## config.mk

```make
export PLATFORM = sky130hd
export DESIGN_NAME = mem_port_arbiter
export DESIGN_NICKNAME = d
export VERILOG_FILES = /design/src/rtl/mem_arb_pkg.sv /design/src/rtl/mem_arb_perf.sv /design/src/rtl/mem_port_arbiter.sv
export SDC_FILE = /design/constraint.sdc
export NUM_CORES = 1
export LEC_CHECK = 0
export ABC_AREA = 1
export CAP_MARGIN = 5
export CELL_PAD_IN_SITES_DETAIL_PLACEMENT = 0
export CELL_PAD_IN_SITES_GLOBAL_PLACEMENT = 2
export CORE_UTILIZATION = 10
export CTS_CLUSTER_SIZE = 20
export DETAILED_ROUTE_END_ITERATION = 6
export PLACE_DENSITY_LB_ADDON = 0.1
export SLEW_MARGIN = 10
export SYNTH_ARGS = -nofsm -noshare
export SYNTH_HDL_FRONTEND = slang
export SYNTH_SLANG_ARGS = --single-unit
```

## constraint.sdc

```tcl
create_clock -name CLK -period 1.9 [get_ports CLK]
set_input_delay 0.38 -clock CLK [delete_from_list [all_inputs] [get_ports CLK]]
set_output_delay 0.38 -clock CLK [all_outputs]
set_load 0.05 [all_outputs]
```

## src/rtl/mem_arb_pkg.sv

```systemverilog
// Shared types and default widths for the instruction/data RAM port arbiter.
package mem_arb_pkg;

    localparam int MEM_ARB_AW = 10;
    localparam int MEM_ARB_DW = 32;

    typedef enum logic [1:0] {
        RESP_NONE = 2'd0,
        RESP_I    = 2'd1,
        RESP_D    = 2'd2
    } resp_e;

endpackage

```

## src/rtl/mem_arb_perf.sv

```systemverilog
// Conflict and stall event counters for the RAM port arbiter.
// Only instantiated when MEM_ARB_PERF_EN is defined.
module mem_arb_perf (
    input  logic        CLK,
    input  logic        RSTn,
    input  logic        i_req,
    input  logic        i_ready,
    input  logic        d_req,
    input  logic        d_ready,
    output logic [31:0] perf_conflict,
    output logic [31:0] perf_i_stall,
    output logic [31:0] perf_d_stall
);

    logic conflict_evt;
    logic i_stall_evt;
    logic d_stall_evt;

    assign conflict_evt = i_req & d_req;
    assign i_stall_evt  = i_req & ~i_ready;
    assign d_stall_evt  = d_req & ~d_ready;

    // Counters wrap naturally modulo 2^32.
    always_ff @(posedge CLK or negedge RSTn) begin
        if (!RSTn) begin
            perf_conflict <= '0;
            perf_i_stall  <= '0;
            perf_d_stall  <= '0;
        end else begin
            if (conflict_evt) perf_conflict <= perf_conflict + 32'd1;
            if (i_stall_evt)  perf_i_stall  <= perf_i_stall + 32'd1;
            if (d_stall_evt)  perf_d_stall  <= perf_d_stall + 32'd1;
        end
    end

endmodule

```

## src/rtl/mem_port_arbiter.sv

```systemverilog
// Arbitrates the core's fetch and data ports onto one single-port synchronous RAM.
// Optional perf counters: define MEM_ARB_PERF_EN.
module mem_port_arbiter
    import mem_arb_pkg::*;
#(
    parameter int AW           = MEM_ARB_AW,
    parameter int DW           = MEM_ARB_DW,
    parameter int MAX_D_STREAK = 4
) (
    input  logic          CLK,
    input  logic          RSTn,
    input  logic          i_req,
    input  logic [AW-1:0] i_addr,
    output logic          i_ready,
    output logic          i_valid,
    output logic [DW-1:0] i_rdata,
    input  logic          d_req,
    input  logic          d_we,
    input  logic [AW-1:0] d_addr,
    input  logic [DW-1:0] d_wdata,
    output logic          d_ready,
    output logic          d_valid,
    output logic [DW-1:0] d_rdata,
    output logic          m_en,
    output logic          m_we,
    output logic [AW-1:0] m_addr,
    output logic [DW-1:0] m_wdata,
    input  logic [DW-1:0] m_rdata
`ifdef MEM_ARB_PERF_EN
    ,
    output logic [31:0]   perf_conflict,
    output logic [31:0]   perf_i_stall,
    output logic [31:0]   perf_d_stall
`endif
);

    localparam int SW = $clog2(MAX_D_STREAK + 1);
    localparam logic [SW-1:0] STREAK_MAX = SW'(MAX_D_STREAK);

    resp_e         resp_q;
    resp_e         resp_next;
    logic [SW-1:0] streak_reg;
    logic [SW-1:0] streak_next;
    logic          fetch_due;

    // Fetch overrides data once the data side has used up its streak budget.
    assign fetch_due = i_req & (streak_reg == STREAK_MAX);
    // Grants are held low while in reset so nothing reaches the RAM.
    assign d_ready   = RSTn & d_req & ~fetch_due;
    assign i_ready   = RSTn & i_req & ~d_ready;

    always_comb begin
        streak_next = streak_reg;
        if (!i_req || i_ready) begin
            streak_next = '0;
        end else if (d_ready && (streak_reg != STREAK_MAX)) begin
            streak_next = streak_reg + 1'b1;
        end
    end

    always_ff @(posedge CLK or negedge RSTn) begin
        if (!RSTn) begin
            streak_reg <= '0;
        end else begin
            streak_reg <= streak_next;
        end
    end

    always_ff @(posedge CLK or negedge RSTn) begin
        if (!RSTn) begin
            resp_q <= RESP_NONE;
        end else begin
            resp_q <= resp_next;
        end
    end

    always_comb begin
        resp_next = RESP_NONE;
        if (i_ready) begin
            resp_next = RESP_I;
        end else if (d_ready) begin
            resp_next = RESP_D;
        end
    end

    always_comb begin
        i_valid = (resp_q == RESP_I);
        d_valid = (resp_q == RESP_D);
        m_en    = i_ready | d_ready;
        m_we    = d_ready & d_we;
        m_addr  = '0;
        m_wdata = '0;
        if (d_ready) begin
            m_addr  = d_addr;
            m_wdata = d_wdata;
        end else if (i_ready) begin
            m_addr  = i_addr;
        end
    end

    assign i_rdata = m_rdata;
    assign d_rdata = m_rdata;

`ifdef MEM_ARB_PERF_EN
    mem_arb_perf u_perf (
        .CLK           (CLK),
        .RSTn          (RSTn),
        .i_req         (i_req),
        .i_ready       (i_ready),
        .d_req         (d_req),
        .d_ready       (d_ready),
        .perf_conflict (perf_conflict),
        .perf_i_stall  (perf_i_stall),
        .perf_d_stall  (perf_d_stall)
    );
`endif

endmodule
```

# Word level (Yosys, flattened, before mapping)

Cells that the tools add are included.

Input port bits: 89
Bits in writable memories: 0
Register bits: 5
Memories kept: 0
Output and inout bits: 112
ROM bits: 0
Bits in latches: 0

Equality and inequality tests: 4
Bitwise logic cells: 9
Magnitude comparators: 0
Reduce and logical (&&, ||, !) cells: 4
$add $sub $neg: 1
Mux-type cells: 7
Shift operators: 0
Divide/modulo/power cells: 0
$mul: 0

Operators with widths:

| operator                                                              | count |
|---|---|
| 32-bit two-way mux                                                    | 1 |
| 10-bit two-way mux                                                    | 2 |
| 1-bit AND                                                             | 6 |
| 3-bit two-way mux                                                     | 2 |
| 2-bit two-way mux                                                     | 2 |
| 3-bit by 1-bit adder with 3-bit output, second input constant         | 1 |
| 3-bit equality test, second input constant                            | 1 |
| 3-bit inequality test, second input constant                          | 1 |
| 2-bit by 1-bit equality test with 1-bit output, second input constant | 1 |
| 2-bit equality test, second input constant                            | 1 |
| 1-bit inverter                                                        | 2 |
| 2-bit nonzero test                                                    | 1 |
| 1-bit logical AND                                                     | 1 |
| 1-bit logical NOT                                                     | 1 |
| 1-bit logical OR                                                      | 1 |
| 1-bit OR                                                              | 1 |

# Depth between registers and ports, before layout

Word-level depth: 8
Gate-level depth with buffers: 8

# Worst setup path before layout

No wires, ideal clock.

Path kind: flip-flop to output port
From: reg streak_reg[0]
To: out m_wdata[2]
Path slack: -0.136 ns
Path buffers: 1
Data arrival time: 1.656 ns
Required time: 1.520 ns
Stages on the path, launching flop included: 9
Path through: dfrtp_1 inv_1 ha_1 nand2_2 inv_2 nand2_2 nand2_4 buf_12 nor2_1

Longest elaborated chain between the ends: 5

Ends and longest elaborated chain:

| element                | RTL line               | text |
|---|---|---|
| from (decl)            | mem_port_arbiter.sv:42 | `logic [SW-1:0] streak_reg;` |
| from (signal assigned) | mem_port_arbiter.sv:65 | `streak_reg <= streak_next;` |
| 3-bit equality test    | mem_port_arbiter.sv:47 | `assign fetch_due = i_req & (streak_reg == STREAK_MAX);` |
| 1-bit AND              | mem_port_arbiter.sv:47 |  |
| 1-bit inverter         | mem_port_arbiter.sv:49 | `assign d_ready = RSTn & d_req & ~fetch_due;` |
| 1-bit AND              | mem_port_arbiter.sv:49 |  |
| 32-bit two-way mux     | mem_port_arbiter.sv:93 | `if (d_ready) begin` |
| to (decl)              | mem_port_arbiter.sv:27 | `output logic [DW-1:0] m_wdata,` |

No other way between the ends.

# Worst setup path after layout

From: reg streak_reg[0]
To: out m_we

Longest elaborated chain between the ends: 5

Ends and longest elaborated chain:

| element             | RTL line               | text |
|---|---|---|
| 3-bit equality test | mem_port_arbiter.sv:47 |  |
| 1-bit AND           | mem_port_arbiter.sv:47 |  |
| 1-bit inverter      | mem_port_arbiter.sv:49 |  |
| 1-bit AND           | mem_port_arbiter.sv:49 |  |
| 1-bit AND           | mem_port_arbiter.sv:90 | `m_we = d_ready & d_we;` |
| to (decl)           | mem_port_arbiter.sv:25 | `output logic m_we,` |

No other way between the ends.

==> results by group <==
Run status
  – Status: complete, but fails checks
  – Failing checks: setup timing

Synthesis
  – Seq/Total Area, Yosys: 10.1%
  – Cell area after synthesis: 0.00124 mm2
  – Cell count after synthesis: 207
  – Syn Area/Cell: 5.99 um2
  – Synth warn: 0
  – Synth top area share: 39.4%
  – FF+latch count, synth: 5
  – Top cells by area, synth: buf_4, inv_1, dfrtp_1, nor2_1, nand3_1
  – Post-synth cell types: 16
  – Syn nets: 298
  – Cell taking the most area after synthesis: buf_4

GRT
  – Initial antenna violation count: 0
  – Largest net degree at the start of global routing: 11
  – Vias in the first global route: 1418
  – Grt total ovfl: 0
  – First-pass GRT wire length: 7580 um
  – Total track usage: 7.63%

Clocking
  – CTS Root Cell: clkbuf_16
  – Worst-path clk slew: 0.03 ns
  – CTS tree: yes
  – CTS Buf Count: 3
  – Num Clock Sinks: 5
  – CTS max path bufs: 2
  – H-tree Lvls: 1
  – Worst skew pair latency: 0.23 ns

Worst setup path
  – CP required: 1.52 ns
  – Setup CP Type: reg -> out
  – R2R Path Start: streak_reg[0]
  – CP max FO: 7
  – WP data arrival: 1.56 ns
  – Startpoint Class: flip-flop
  – CP startpoint: streak_reg[0]
  – CP endpoint kind: output port

Job
  – Max-Cap Viols: 0

Die
  – Rows: 40
  – Die area: 0.0128 mm2
  – Die H: 113 um
  – Starting density of the core: 10.3%
  – I/O pin total: 201
  – Die Width: 113 um
  – Core area: 0.0121 mm2

Pwr
  – Power Internal: 753 uW
  – Total power density per cell area: 384 mW/mm2
  – Peak supply drop: 0.000553 V
  – Reg power frac: 9.6%
  – Sw power: 430 uW
  – Clock share of power: 29.5%
  – Switching Share: 36.3%
  – Tot Pwr: 1.18 mW
  – Power share of the combinational group: 60.9%
  – Leakage: 1.35 nW

Detailed routing
  – DR pass1 iterations: 2
  – Total Wirelength: 4820 um
  – Antenna-violating nets left: 0
  – Via Count: 1320
  – DR DRC count: 0
  – Post-DR vias/cell: 3.03
  – Routed WL per cell: 11.1 um
  – Initial drt markers: 17

Timing
  – Fin worst setup slack: -0.0388 ns
  – Setup violators final: 34
  – Fmax achieved: 0.516 GHz
  – Period Utilization, post-route: 102%
  – Worst-Margin Slew: 0.192 ns
  – RSZ-0062 raised after global routing: yes
  – Final Critical Period: 1.94 ns
  – Fin. max-slew vios: 0
  – Worst Skew: 0.00259 ns
  – Relative slew slack: 87.1%
  – Hold Fails Final Rpt: 0

Place
  – Placed Cells: 420
  – Dpl hpwl: 3590 um
  – I/O Buffers: 104
  – GP Congestion: 0.670
  – Setup WS pre-CTS: -0.336 ns

Hold path
  – Worst Hold Class: in -> async

Final layout
  – Area growth from synthesis to layout: 149%
  – N_diodes: 0
  – Filler Cell Count: 1314
  – Fraction of layout cells with a size suffix above 1: 48.3%
  – Non-Filler Instances: 435
  – Final nets: 359
  – Largest register FFs: 3
## cells by family after synthesis
kind of cell,after synthesis,share of synthesized area [%]
buffers and inverters,113,56.6
AND/OR/NAND/NOR,87,31.3
adder cells (fa/ha/maj),2,2.02
flip-flops,5,10.1
## layer usage
| metal | vias up | routed length (um) | global-route usage [%] |
|---|---|---|---|
| li1 | 656 | - | - |
| met1 | 606 | 1950 | 9.25 |
| met2 | 49 | 2540 | 13.7 |
| met3 | 9 | 276 | 1.23 |
| met4 | 0 | 60 | 2.46 |
| met5 | - | 0 | 0 |
## critical path, stage by stage (launching register included)
cell	delay (ns)
dfrtp_1	0.36
inv_2	0.06
ha_4	0.16
nand2_4	0.07
inv_4	0.04
nand2_4	0.08
nand2_8	0.12
buf_12	0.18
nor2_4	0.10
buf_12	0.14
## synth_stat cells (all sizes together)
| cell | n |
|---|---|
| ha | 2 |
| inv | 42 |
| nand3 | 23 |
| clkinv | 2 |
| dfrtp | 5 |
| nor2 | 38 |
| buf | 69 |
| nand2 | 26 |
## final cells by class
class | instances | area, um2 | area share [%]
repair buffers | 124 | 1750 | 56.7
multi-input cells | 90 | 737 | 23.9
well taps | 168 | 210 | 6.82
inverters | 44 | 185 | 6.01
flip-flops and latches | 5 | 125 | 4.06
clock buffers | 4 | 78.8 | 2.56
## cell usage in the layout (no fill, tap or decap)
master / count
buf_4: 14
clkbuf_1: 1
nand2_4: 3
nand2_8: 2
nand3_1: 21
dlygate4sd2_1: 3
buf_6: 3
inv_1: 38
dfrtp_1: 5
nand2_2: 11
clkbuf_16: 3
ha_1: 1
inv_8: 1
buf_16: 4
clkdlybuf4s50_1: 53
nand2_1: 11
nor2_4: 33
clkinv_4: 2
nand3_2: 2
inv_2: 2
inv_4: 1
nor2_1: 5
ha_4: 1
buf_12: 47
## per-stage QoR
stage	hold WS, ns	utilization, %	setup TNS [ns]	area, um2
after floorplan	0.0844	-	-2.17	1250
after global placement	0.521	20.8	-7.83	2510
after detailed placement	0.502	20.8	-7.61	2510
after CTS	0.315	25.4	-1.50	3070
after global routing	0.338	25.6	-3.83	3080
final	0.310	25.6	-0.913	3080
## final timing paths
| kind | slack, ns | end | cells past startpoint |
|---|---|---|---|
| worst max register to register | 0.51 | resp_q[1] | 9 |
| max in group asynchronous | 1.47 | resp_q[0] | 3 |
| min in group CLK | 0.59 | streak_reg[2] | 2 |
| worst min-delay path | 0.31 | streak_reg[1] | 3 |
| worst max-delay path | -0.04 | m_we | 9 |
| worst min register to register | 0.59 | streak_reg[2] | 2 |
## power groups by stage
stage               clock (mW)  sequential (mW)  combinational, mW
global route             0.365            0.114              0.755
CTS                      0.356            0.113              0.727
floorplan                    0            0.114              0.621
global placement             0            0.115              0.622
detailed placement           0            0.115              0.620
finish                   0.349            0.114              0.720
## repair_timing
item	CTS	global route
hold buffers	0	0
cloned	5	0
setup buffers	6	0
endpoints found under the hold margin	0	0
gates resized for setup	89	4
setup endpoints to repair	45	45
pin swaps	9	5
(Power assumes the default switching activity.)
